[src/rtl/tone_pkg.sv]
// Shared constants and types for the tone decoder: counter width, nominal
// note half-periods (matching the buzzer), and the half-period classifier.
package tone_pkg;

  localparam int unsigned CNT_W     = 20;
  localparam int unsigned NUM_NOTES = 7;

  typedef logic [3:0]       note_t;
  typedef logic [CNT_W-1:0] cnt_t;

  typedef enum logic [1:0] {
    SILENT  = 2'd0,
    MEASURE = 2'd1,
    LOCKED  = 2'd2
  } state_e;

  // Half-periods in clk cycles for do..si; shared with the buzzer.
  localparam int unsigned NOM_HALF [1:7] = '{
    381681, 340137, 303031, 285715, 255103, 227274, 202430
  };

  // Returns the note whose window |h - nom| <= tol contains h, else 0.
  // The nominal table can be scaled down by 2^shift for fast simulation.
  function automatic note_t classify(input int unsigned h,
                                     input int unsigned tol,
                                     input int unsigned shift);
    note_t k;
    k = '0;
    for (int i = 1; i <= int'(NUM_NOTES); i++) begin
      int unsigned nom;
      int unsigned diff;
      nom  = NOM_HALF[i] >> shift;
      diff = (h >= nom) ? (h - nom) : (nom - h);
      if (diff <= tol) k = note_t'(i);
    end
    return k;
  endfunction

endpackage

[src/rtl/tone_edge_detect.sv]
// Synchronises the asynchronous tone and emits a one-cycle pulse on each level change.
// Optional 4-sample stability filter when TONE_DECODER_GLITCH_FILTER_EN is defined.
module tone_edge_detect (
  input  logic clk,
  input  logic rst_n,
  input  logic tone_in,
  output logic tone_edge
);

  logic sync1_q, sync2_q;
  logic lvl;
  logic lvl_dly_q;

  // NOTE: sequential state is always written with non-blocking (<=) so every
  // flop samples the pre-edge value of its neighbours, giving a true shift chain.
  always_ff @(posedge clk or negedge rst_n) begin
    if (!rst_n) begin
      sync1_q <= 1'b0;
      sync2_q <= 1'b0;
    end else begin
      sync1_q <= tone_in;
      sync2_q <= sync1_q;
    end
  end

`ifdef TONE_DECODER_GLITCH_FILTER_EN
  logic       filt_q, filt_d;
  logic [1:0] run_q, run_d;

  // The filtered level follows sync2 only after 4 consecutive differing samples.
  always_comb begin
    filt_d = filt_q;
    run_d  = 2'd0;
    if (sync2_q != filt_q) begin
      if (run_q == 2'd3) filt_d = sync2_q;
      else               run_d  = run_q + 2'd1;
    end
  end

  always_ff @(posedge clk or negedge rst_n) begin
    if (!rst_n) begin
      filt_q <= 1'b0;
      run_q  <= 2'd0;
    end else begin
      filt_q <= filt_d;
      run_q  <= run_d;
    end
  end

  assign lvl = filt_q;
`else
  assign lvl = sync2_q;
`endif

  always_ff @(posedge clk or negedge rst_n) begin
    if (!rst_n) lvl_dly_q <= 1'b0;
    else        lvl_dly_q <= lvl;
  end

  assign tone_edge = lvl ^ lvl_dly_q;

endmodule

[src/rtl/tone_decoder.sv]
// Measures the half-period of a square-wave tone and locks onto note 1..7.
// Build option TONE_DECODER_GLITCH_FILTER_EN adds an input stability filter.
module tone_decoder
  import tone_pkg::*;
#(
  parameter int unsigned TOL       = 4096,
  parameter int unsigned MATCH_CNT = 2,
  parameter int unsigned TIMEOUT   = 800000,
  parameter int unsigned NOM_SHIFT = 0
) (
  input  logic       clk,
  input  logic       rst_n,
  input  logic       tone_in,
  output logic [3:0] note,
  output logic       locked,
  output logic       note_change
);

  localparam cnt_t CNT_MAX = '1;

  logic       tone_edge;
  state_e     state_q, state_d;
  cnt_t       cnt_q, cnt_d;
  note_t      cand_q, cand_d;
  logic [2:0] streak_q, streak_d;
  logic [2:0] streak_next;
  note_t      note_q, note_d;
  logic       locked_q, locked_d;
  logic       chg_q, chg_d;
  note_t      k;
  logic       timeout;

  tone_edge_detect u_edge (
    .clk       (clk),
    .rst_n     (rst_n),
    .tone_in   (tone_in),
    .tone_edge (tone_edge)
  );

  // The counter value at an edge is the edge-to-edge distance H.
  assign k       = classify(32'(cnt_q), TOL, NOM_SHIFT);
  assign timeout = (32'(cnt_q) >= TIMEOUT);

  always_comb begin
    cnt_d = cnt_q;
    if (tone_edge)             cnt_d = cnt_t'(1);
    else if (cnt_q != CNT_MAX) cnt_d = cnt_q + cnt_t'(1);
  end

  // NOTE: every signal assigned here gets a default first; a path that leaves
  // one unassigned would infer a latch.
  always_comb begin
    state_d     = state_q;
    cand_d      = cand_q;
    streak_d    = streak_q;
    note_d      = note_q;
    locked_d    = locked_q;
    chg_d       = 1'b0;
    streak_next = (k == cand_q) ? (streak_q + 3'd1) : 3'd1;

    unique case (state_q)
      SILENT: begin
        if (tone_edge) begin
          state_d  = MEASURE;
          cand_d   = '0;
          streak_d = '0;
        end
      end

      MEASURE: begin
        if (tone_edge) begin
          if (k == '0) begin
            cand_d   = '0;
            streak_d = '0;
          end else begin
            cand_d   = k;
            streak_d = streak_next;
            if (32'(streak_next) >= MATCH_CNT) begin
              state_d  = LOCKED;
              note_d   = k;
              locked_d = 1'b1;
              chg_d    = (k != note_q);
            end
          end
        end else if (timeout) begin
          state_d  = SILENT;
          cand_d   = '0;
          streak_d = '0;
          note_d   = '0;
          locked_d = 1'b0;
          chg_d    = (note_q != '0);
        end
      end

      LOCKED: begin
        if (tone_edge) begin
          if (k != note_q) begin
            if (k != '0 && MATCH_CNT == 1) begin
              // A single valid period is already a full match.
              cand_d   = k;
              streak_d = 3'd1;
              note_d   = k;
              chg_d    = 1'b1;
            end else begin
              state_d  = MEASURE;
              cand_d   = k;
              streak_d = (k != '0) ? 3'd1 : 3'd0;
              locked_d = 1'b0;
            end
          end
        end else if (timeout) begin
          state_d  = SILENT;
          cand_d   = '0;
          streak_d = '0;
          note_d   = '0;
          locked_d = 1'b0;
          chg_d    = (note_q != '0);
        end
      end

      default: begin
        state_d  = SILENT;
        note_d   = '0;
        locked_d = 1'b0;
      end
    endcase
  end

  always_ff @(posedge clk or negedge rst_n) begin
    if (!rst_n) begin
      state_q  <= SILENT;
      cnt_q    <= '0;
      cand_q   <= '0;
      streak_q <= '0;
      note_q   <= '0;
      locked_q <= 1'b0;
      chg_q    <= 1'b0;
    end else begin
      state_q  <= state_d;
      cnt_q    <= cnt_d;
      cand_q   <= cand_d;
      streak_q <= streak_d;
      note_q   <= note_d;
      locked_q <= locked_d;
      chg_q    <= chg_d;
    end
  end

  assign note        = note_q;
  assign locked      = locked_q;
  assign note_change = chg_q;

endmodule
[config.mk]
export PLATFORM = sky130hd
export DESIGN_NAME = tone_decoder
export DESIGN_NICKNAME = d
export VERILOG_FILES = /design/src/rtl/tone_pkg.sv /design/src/rtl/tone_edge_detect.sv /design/src/rtl/tone_decoder.sv
export SDC_FILE = /design/constraint.sdc
export NUM_CORES = 1
export LEC_CHECK = 0
export ABC_AREA = 1
export CORE_ASPECT_RATIO = 2
export CORE_MARGIN = 1.5
export CORE_UTILIZATION = 25
export DETAILED_ROUTE_END_ITERATION = 8
export PLACE_DENSITY_LB_ADDON = 0.25
export SLEW_MARGIN = 20
export SYNTH_ARGS = -nofsm -noshare
export SYNTH_HDL_FRONTEND = slang
export SYNTH_SLANG_ARGS = --single-unit
[constraint.sdc]
create_clock -name clk -period 4.8 [get_ports clk]
set_clock_uncertainty 0.15 [all_clocks]
set_input_delay 0.96 -clock clk [delete_from_list [all_inputs] [get_ports clk]]
set_output_delay 0.96 -clock clk [all_outputs]
set_load 0.01 [all_outputs]
==> results of run 1 <==
[cell families (layout without fill, tap and decap cells)]
kind of cell / after synthesis / count (layout) / synth area share
buffers and inverters: 290 / 322 / 0.115
AO/OA/AOI/OAI: 185 / 185 / 0.0878
multiplexers: 1 / 1 / 0.000856
XOR/XNOR: 121 / 121 / 0.0906
AND/OR/NAND/NOR: 1590 / 1590 / 0.590
adder cells (fa/ha/maj): 32 / 32 / 0.0342
flip-flops: 38 / 38 / 0.0813
[cells in the mapped netlist (all sizes together) (2+ instances only)]
cell type  number
nand2        1005
nor2          289
nand3         234
inv           196
xor2          118
o21ai          92
buf            79
a21oi          73
dfrtp          38
ha             32
nand4          32
nor3           20
clkbuf         11
nand3b          6
a211oi          4
clkinv          4
a31oi           3
o21a            3
o21bai          3
xnor2           3
and3            2
o211ai          2
[worst max-delay path by stage]
stage,slack (ns),from,endpoint
floorplan,1.16,cnt_q[8],streak_q[0]
global placement,0.18,cnt_q[1],streak_q[0]
detailed placement,0.21,cnt_q[1],streak_q[2]
CTS,0.18,cnt_q[1],streak_q[2]
global route,0.03,cnt_q[2],streak_q[2]
finish,0.33,cnt_q[2],streak_q[1]
[sequential cells by signal, indices dropped and copies added, names as in the netlist]
register,count
note_change,1
streak_q,3
u_edge.lvl,1
cnt_q,20
u_edge.sync1_q,1
locked,1
u_edge.lvl_dly_q,1
note,4
state_q,2
cand_q,4
[per-layer routing]
metal | global-route usage | up-vias | share of wire
met5 | 0 | - | 0
met2 | 0.408 | 932 | 0.43
li1 | - | 7154 | -
met3 | 0.0422 | 272 | 0.095
met4 | 0.193 | 0 | 0.088
met1 | 0.335 | 6992 | 0.39
[where the power goes]
part           leakage (nW)  internal, mW  switching [mW]
registers             0.514         0.351          0.0480
clock network        0.0940         0.299           0.152
logic                  6.22         0.169           0.389
[critical path, delay by kind of cell, from the launching register on]
kind / cells / cell delay, ns
and+or+nand+nor: 18 / 2.39
AOI/OAI and AO/OA: 1 / 0.22
DFF: 1 / 0.56
adders and majority gates: 1 / 0.40
buffers and inverters: 4 / 0.69
[cells in the final DEF, fill, tap and decap left out, types with 4 or more instances in the layout]
master           synthesis  layout
clkdlybuf4s50_1          0       7
nand4_1                 30      30
nor3_1                  19      19
nand3_1                218     218
nand2_2                 30      30
xor2_1                 118     118
nand2_4                  8       8
buf_12                   0       4
inv_2                   43      43
clkbuf_16                0       5
o21ai_1                 14      14
nor2_1                 239     239
buf_4                   14     102
o21ai_0                 75      75
a21oi_1                 68      68
nand2_1                967     967
inv_1                  149     148
nand3b_1                 6       6
ha_1                    32      31
nand3_2                 14      14
nor2_4                  19      19
a211oi_1                 4       4
nor2_2                  29      29
dfrtp_1                 38      37
[what timing repair did]
item | 4_1_cts | 5_1_grt
endpoints found under the setup margin | 0 | 15
hold buffers | 0 | 0
resized for setup | 0 | 3
setup buffers | 0 | 1
[final cells by class]
type	count	area [sq um]	share of cell area
Multi-Input combinational cell	1929	9400	0.722
Timing Repair Buffer	114	921	0.0707
Clock buffer	5	125	0.00961
Clock inverter	3	68.8	0.00528
Tap cell	627	785	0.0602
Sequential cell	38	952	0.0731
Inverter	200	768	0.0590
==> results.cfg, run 1 <==
[outcome]
status = complete, no violations

[setup_path]
reg2reg_to = streak_q[1]
worst_path_max_delay_cell = dfrtp_1
critPathKind = reg -> reg
arrival_ns = 4.55
crit_fanout = 17
crit_chain = inv_2, ha_2, inv_2, nor2_2, o21ai_1, nand3_1, nand3_2, nand2_1, nand2_1, nand2_1, inv_1, nand2_1, nor2_1, nand3_1, nand2_1, nor2_4, nand3_2, nand2_1, nand2_1, nand4_4, nand3_2, inv_1, nand3_1, nand2_1
critPathLaunchType = flip-flop
cpMostUsedCell = nand2_1
slowest_delay_ns = 0.56
endpoint_kind = flip-flop
rrSetupSlack_ns = 0.33
ff2ff_path_depth = 24
worstPathRequired_ns = 4.88
crit-reg2reg-launch = cnt_q[2]

[global_route]
track_usage = 0.266
grt_pass1_vias = 14500
grt_max_degree = 39
antenna_found_initial = 0
grt_pass1_wl_um = 94600
overflow = 0

[min_path]
hold_start = u_edge.sync1_q
whs_path_depth = 0
hold_end = u_edge.lvl
hold_path_class = reg -> reg

[placement]
placed_cells = 2907
postPlaceCellArea_sq_um = 12800
place_ws_ns = 0.209
place.gp.congestion = 1.10
io_buffers = 8
dp_hpwl_um = 51400

[die]
die_h_um = 309
rows = 112
die_width_um = 156
coreArea_sq_um = 46400
initial_core_util = 0.252
die-area_sq_um = 48200
io-pin-count = 9

[logic_synthesis]
synth.distinct_cells = 51
synth_edf_count = 0
synthFlopType = dfrtp_1
syn-cell-area_sq_um = 11700
synthArstFlopShare = 1.00
synth_top_area_share = 0.310
ys_seq_elements = 38
syn_nets = 2292
synth_area_leaders = nand2_1, nand3_1, xor2_1
synth_area_leader_cell = nand2_1
syn_inst = 2257
avgSynthCellArea_sq_um = 5.18
synth_seq_area_share = 0.0813
ys_warn_count = 0

[timing]
holdWs_ns = 0.205
period_share = 0.932
drv_slew = 0
setup_viol = 0
min_period_ns = 4.47
hold_violations = 0
fmax_mhz = 224
worst_slew_margin_rel = 0.365
finalWorstSetupSlack_ns = 0.328
finalSetupTns_ns = 0
worst_slew_pin_slew_ns = 0.952
grt_setup_unrepaired = false

[power_and_ir_drop]
power_leakage_nw = 6.83
power_mw = 1.41
peakVddDrop_uv = 204
powerDensity_nw_per_um2 = 108

[cts]
clock_path_buffers = 2
clkSinkCount = 38
clockRootBuffer = clkbuf_16
cts_max_level = 2
clkTransAtPathRegs_ns = 0.06
cts_buffers = 5
clk_latency_ns = 0.29
cts_tree = yes

[detailed_routing]
ant_nets = 0
first_pass_iters = 6
post_drt_wl_per_cell_um = 22.1
drcViolationCount = 0
drt-total-wl_um = 64300
via_count = 15400
via_per_inst = 5.26
drtIter0Drc = 1832

[finish]
syn_to_final_growth_pct = 11.3
drive_above_1_share = 0.124
antenna_cells = 0
fillCellCount = 5545
final_core_util = 0.281
nets = 2323
stdcell_area_sq_um = 13000
fin_cells = 2916

[job]
drv_cap = 0
(Power assumes the default switching activity.)
==> run 2: changes to the inputs <==
--- a/config.mk
+++ b/config.mk
@@ -10,7 +10,7 @@
 export CORE_MARGIN = 1.5
 export CORE_UTILIZATION = 25
 export DETAILED_ROUTE_END_ITERATION = 8
-export PLACE_DENSITY_LB_ADDON = 0.25
+export PLACE_DENSITY = 0.45
 export SLEW_MARGIN = 20
 export SYNTH_ARGS = -nofsm -noshare
 export SYNTH_HDL_FRONTEND = slang
==> run 2 against run 1 <==
Via count fell by 1.4%. Non-clock buffer count rose by 2. Wire length rose by 0.86%. First-iteration DRC count fell by 13%. Power fell by 8.5%. Critical path depth rose by 2. Flip-flop and latch count did not move. Global-route usage rose by 0.26 points. Count of clock-buffer cells in the layout rose by 1. Critical endpoint is now streak_q[0]. Highest routed layer unchanged.
==> results.cfg, run 2 (synthesis results as in run 1) <==
[detailed_routing]
first_pass_iters = 6
drt-total-wl_um = 64800
post_drt_wl_per_cell_um = 22.2
drcViolationCount = 0
drtIter0Drc = 1586
via_per_inst = 5.19
via_count = 15100
ant_nets = 0

[finish]
regArea_sq_um = 951
drive_above_1_share = 0.123
mostFrequentLayoutCell = nand2_1
syn_to_final_growth_pct = 11.0
regMostFlops = cnt_q
layout_common_cells = nand2_1, nor2_1, nand3_1
multi_input_area_sq_um = 9410
nets = 2325
fillCellCount = 5506
largest_reg_flops = 20
antenna_cells = 0

[global_route]
grt_max_degree = 39
track_usage = 0.269
antenna_found_initial = 0
overflow = 0
grt_pass1_vias = 14200
grt_pass1_wl_um = 94900

[power_and_ir_drop]
power_mw = 1.29
peakVddDrop_uv = 143
clkPwrFrac = 0.275
p_sw_frac = 0.438
p_int_uw = 723
pwr-share-seq = 0.305
share_comb_of_total_power = 0.421
powerDensity_nw_per_um2 = 99.2
power_leakage_nw = 6.81
p_sw_uw = 565

[die]
die_h_um = 309
die_width_um = 156
die-area_sq_um = 48200
io-pin-count = 9
coreArea_sq_um = 46400
initial_core_util = 0.252
rows = 112

[placement]
place.gp.congestion = 1.04
io_buffers = 8
dp_hpwl_um = 51700

[cts]
cts_buffers = 5
cts_max_level = 2
cts_tree = yes
hold_buffers = 0
clock_path_buffers = 2
clkSinkCount = 38
clkTransAtPathRegs_ns = 0.07
clk_latency_ns = 0.29
clockRootBuffer = clkbuf_16

[min_path]
whs_path_depth = 0
hold_start = u_edge.sync1_q
hold_path_class = reg -> reg
hold_end = u_edge.lvl

[timing]
drv_slew = 0
period_share = 0.927
hold_violations = 0
finalSetupTns_ns = 0
worst_slew_margin_rel = 0.380
worst_slew_pin_slew_ns = 0.931
min_period_ns = 4.45
setup_viol = 0
grt_setup_unrepaired = false
fmax_mhz = 225

[setup_path]
slowest_delay_ns = 0.76
crit_fanout = 19
arrival_ns = 4.48
worst_path_max_delay_cell = dfrtp_1
rrSetupSlack_ns = 0.35
cpMostUsedCell = nand2_1
critPathKind = reg -> reg
ff2ff_path_depth = 26
worstPathRequired_ns = 4.83
reg2reg_to = streak_q[0]
crit-reg2reg-launch = cnt_q[14]
endpoint_kind = flip-flop
critPathLaunchType = flip-flop

[outcome]
status = complete, no violations

[job]
drv_cap = 0
==> run 2: worst max path at each step <==
| stage | startpoint | endpoint | slack (ns) | cells after the start |
|---|---|---|---|---|
| 2_1_floorplan | cnt_q[8] | streak_q[0] | 1.16 | 25 |
| 3_3_place_gp | cnt_q[3] | streak_q[0] | 0.47 | 22 |
| 3_5_place_dp | cnt_q[1] | note[1] | 0.34 | 23 |
| 4_1_cts | cnt_q[1] | note[1] | 0.35 | 23 |
| 5_1_grt | cnt_q[1] | streak_q[1] | 0.06 | 26 |
| 6_report | cnt_q[14] | streak_q[0] | 0.35 | 26 |
==> run 2: worst max-delay path: cells and delay by family (launching register included) <==
kind / cells / cell delay (ns)
AO/OA/AOI/OAI: 1 / 0.11
buffers and inverters: 3 / 0.79
flip-flops: 1 / 0.76
AND/OR/NAND/NOR: 22 / 2.52
==> run 2: routing by layer <==
metal | vias up | track usage | part of all wire
li1 | 7156 | - | -
met3 | 229 | 0.0354 | 0.080
met4 | 0 | 0.177 | 0.080
met2 | 771 | 0.420 | 0.44
met1 | 6981 | 0.343 | 0.40
met5 | - | 0 | 0
==> run 2: power by group through the flow <==
| stage | Clock [mW] | Sequential (mW) | Combinational [mW] |
|---|---|---|---|
| 3_3_place_gp | 0 | 0.399 | 0.536 |
| 6_report | 0.354 | 0.392 | 0.542 |
| 3_5_place_dp | 0 | 0.398 | 0.533 |
| 4_1_cts | 0.361 | 0.393 | 0.537 |
| 5_1_grt | 0.373 | 0.398 | 0.606 |
| 2_1_floorplan | 0 | 0.391 | 0.371 |
==> run 2: metrics by stage <==
step	instance area [sq um]	hold WS [ns]	std cells	setup WS, ns	utilization
global route	13000	0.222	2918	0.0626	0.280
CTS	12900	0.202	2915	0.352	0.279
detailed placement	12800	0.187	2907	0.344	0.276
finish	13000	0.200	2918	0.351	0.280
global placement	12800	0.191	2907	0.473	0.276
floorplan	11700	0.181	2257	1.16	-
==> run 2: cell type report <==
class,count,share of cell area
clock buffer,6,0.0107
clock inverter,2,0.000964
inverter,200,0.0589
multi-input combinational,1929,0.725
sequential,38,0.0732
tap,627,0.0604
timing repair buffer,116,0.0711
==> run 2: repair_timing <==
action	CTS	global route
setup buffers	0	3
endpoints found under the setup margin	0	14
gates resized for setup	0	1
==> run 3: changes to the inputs <==
--- a/config.mk
+++ b/config.mk
@@ -7,8 +7,9 @@
 export LEC_CHECK = 0
 export ABC_AREA = 1
 export CORE_ASPECT_RATIO = 2
-export CORE_MARGIN = 1.5
+export CORE_MARGIN = 2
 export CORE_UTILIZATION = 25
+export CTS_BUF_LIST = sky130_fd_sc_hd__clkbuf_8
 export DETAILED_ROUTE_END_ITERATION = 8
 export PLACE_DENSITY = 0.45
 export SLEW_MARGIN = 20
==> run 3 against run 2 <==
First-iteration DRC count rose by 6.1%. Flip-flop and latch count unchanged. Combinational power up 0.9%. Utilization barely moved. Via count increased by 0.75%. Critical path depth down 3. Non-clock buffer count rose by 7. Critical path type unchanged.
==> results.cfg, run 3 (synthesis results as in run 1) <==
[outcome]
status = complete, no violations

[global_route]
grt_max_degree = 39
overflow = 0
grt_pass1_wl_um = 95200
track_usage = 0.267
grt_pass1_vias = 14200
antenna_found_initial = 1

[cts]
clkSinkCount = 38
cts_buffers = 5
clk_latency_ns = 0.33
cts_setup_buffers = 0
cts_max_level = 2
clockRootBuffer = clkbuf_8
clock_path_buffers = 2
clkTransAtPathRegs_ns = 0.08
cts_tree = yes

[finish]
antenna_cells = 0
final_core_util = 0.280
syn_to_final_growth_pct = 11.1
fin_cells = 2925
layout_common_cells = nand2_1, nor2_1, nand3_1
drive_above_1_share = 0.126
mostFrequentLayoutCell = nand2_1
fillCellCount = 5475
regMostFlops = cnt_q
largest_reg_flops = 20
nets = 2332

[power_and_ir_drop]
peakVddDrop_uv = 161
power_leakage_nw = 6.82
powerDensity_nw_per_um2 = 93.1
power_mw = 1.21

[placement]
placed_cells = 2917
place.gp.congestion = 1.06
dp_hpwl_um = 53000
io_buffers = 8

[detailed_routing]
post_drt_wl_per_cell_um = 22.5
ant_nets = 0
via_per_inst = 5.21
first_pass_iters = 7
via_count = 15300
drt-total-wl_um = 65800
drcViolationCount = 0
drtIter0Drc = 1682

[die]
rows = 112
die_width_um = 157
coreArea_sq_um = 46400
die-area_sq_um = 48600
die_h_um = 310
io-pin-count = 9
initial_core_util = 0.252

[setup_path]
arrival_ns = 4.58
worstPathRequired_ns = 4.92
crit-reg2reg-launch = cnt_q[1]
crit_fanout = 17
endpoint_kind = flip-flop
critPathLaunchType = flip-flop
critPathKind = reg -> reg
crit_start = cnt_q[1]

[timing]
setup_viol = 0
period_share = 0.930
min_period_ns = 4.47
worst_slew_margin_rel = 0.336
holdWs_ns = 0.208
drv_slew = 0
hold_violations = 0
grt_setup_unrepaired = false
worst_slew_pin_slew_ns = 0.996
finalSetupTns_ns = 0
fmax_mhz = 224

[min_path]
hold_path_class = reg -> reg
hold_start = u_edge.sync1_q

[job]
drv_cap = 0
run 3: changes by cell type in the layout (fill, tap and decap cells not counted), sizes merged:
cell,previous run,this run
buf,109,116
run 3: routing by layer:
| layer | track usage | share of wire | vias to the layer above |
|---|---|---|---|
| met1 | 0.333 | 0.39 | 6961 |
| met3 | 0.0422 | 0.089 | 254 |
| met4 | 0.175 | 0.084 | 2 |
| met5 | 0 | 0.00017 | - |
| met2 | 0.424 | 0.44 | 863 |
| li1 | - | - | 7171 |
run 3: worst paths after layout:
path | cells after the start | slack, ns | endpoint
setup reg to reg | 23 | 0.33 | streak_q[1]
min in group asynchronous | 1 | 0.65 | cnt_q[6]
hold reg to reg | 0 | 0.21 | u_edge.lvl
max in group asynchronous | 1 | 3.16 | cnt_q[1]
hold / removal | 0 | 0.21 | u_edge.lvl
setup / recovery | 23 | 0.33 | streak_q[1]
run 3: through the flow:
step,setup slack [ns],instance area [sq um]
after floorplan,1.16,11700
after global placement,0.297,12900
after detailed placement,0.302,12900
after CTS,0.300,13000
after global routing,0.128,13000
final,0.334,13000
run 3: worst max-delay path, stage by stage, from the launching register on:
cell     delay, ns
dfrtp_2       0.54
inv_1         0.29
ha_1          0.45
inv_2         0.11
nor2_2        0.31
o21ai_1       0.24
nand3_1       0.25
nand2_2       0.10
nor2_4        0.11
buf_12        0.16
o21ai_0       0.10
nand3_1       0.13
nor2_1        0.10
nand3_1       0.08
nand2_1       0.11
nor2_4        0.21
nand3_2       0.13
nand2_1       0.08
nand2_1       0.11
nand4_4       0.13
nand3_2       0.21
inv_1         0.16
nand3_1       0.08
nand2_1       0.06
run 3: layout make-up:
class	instances	area, sq um	share of cell area
Clock inverter	2	12.5	0.000963
Sequential cell	38	952	0.0733
Inverter	200	764	0.0588
Clock buffer	6	82.6	0.00635
Multi-Input combinational cell	1929	9400	0.723
Tap cell	627	785	0.0604
Timing Repair Buffer	123	1000	0.0770
run 3: power breakdown:
part	leakage (nW)	internal (mW)	total [mW]	switching, mW
registers	0.514	0.351	0.401	0.0500
logic	6.26	0.172	0.547	0.374
clock network	0.0472	0.116	0.262	0.146
run 3: what timing repair did:
| item | 4_1_cts | 5_1_grt |
|---|---|---|
| resized for setup | 0 | 1 |
| setup endpoints to repair | 0 | 3 |
| hold buffers | 0 | 0 |
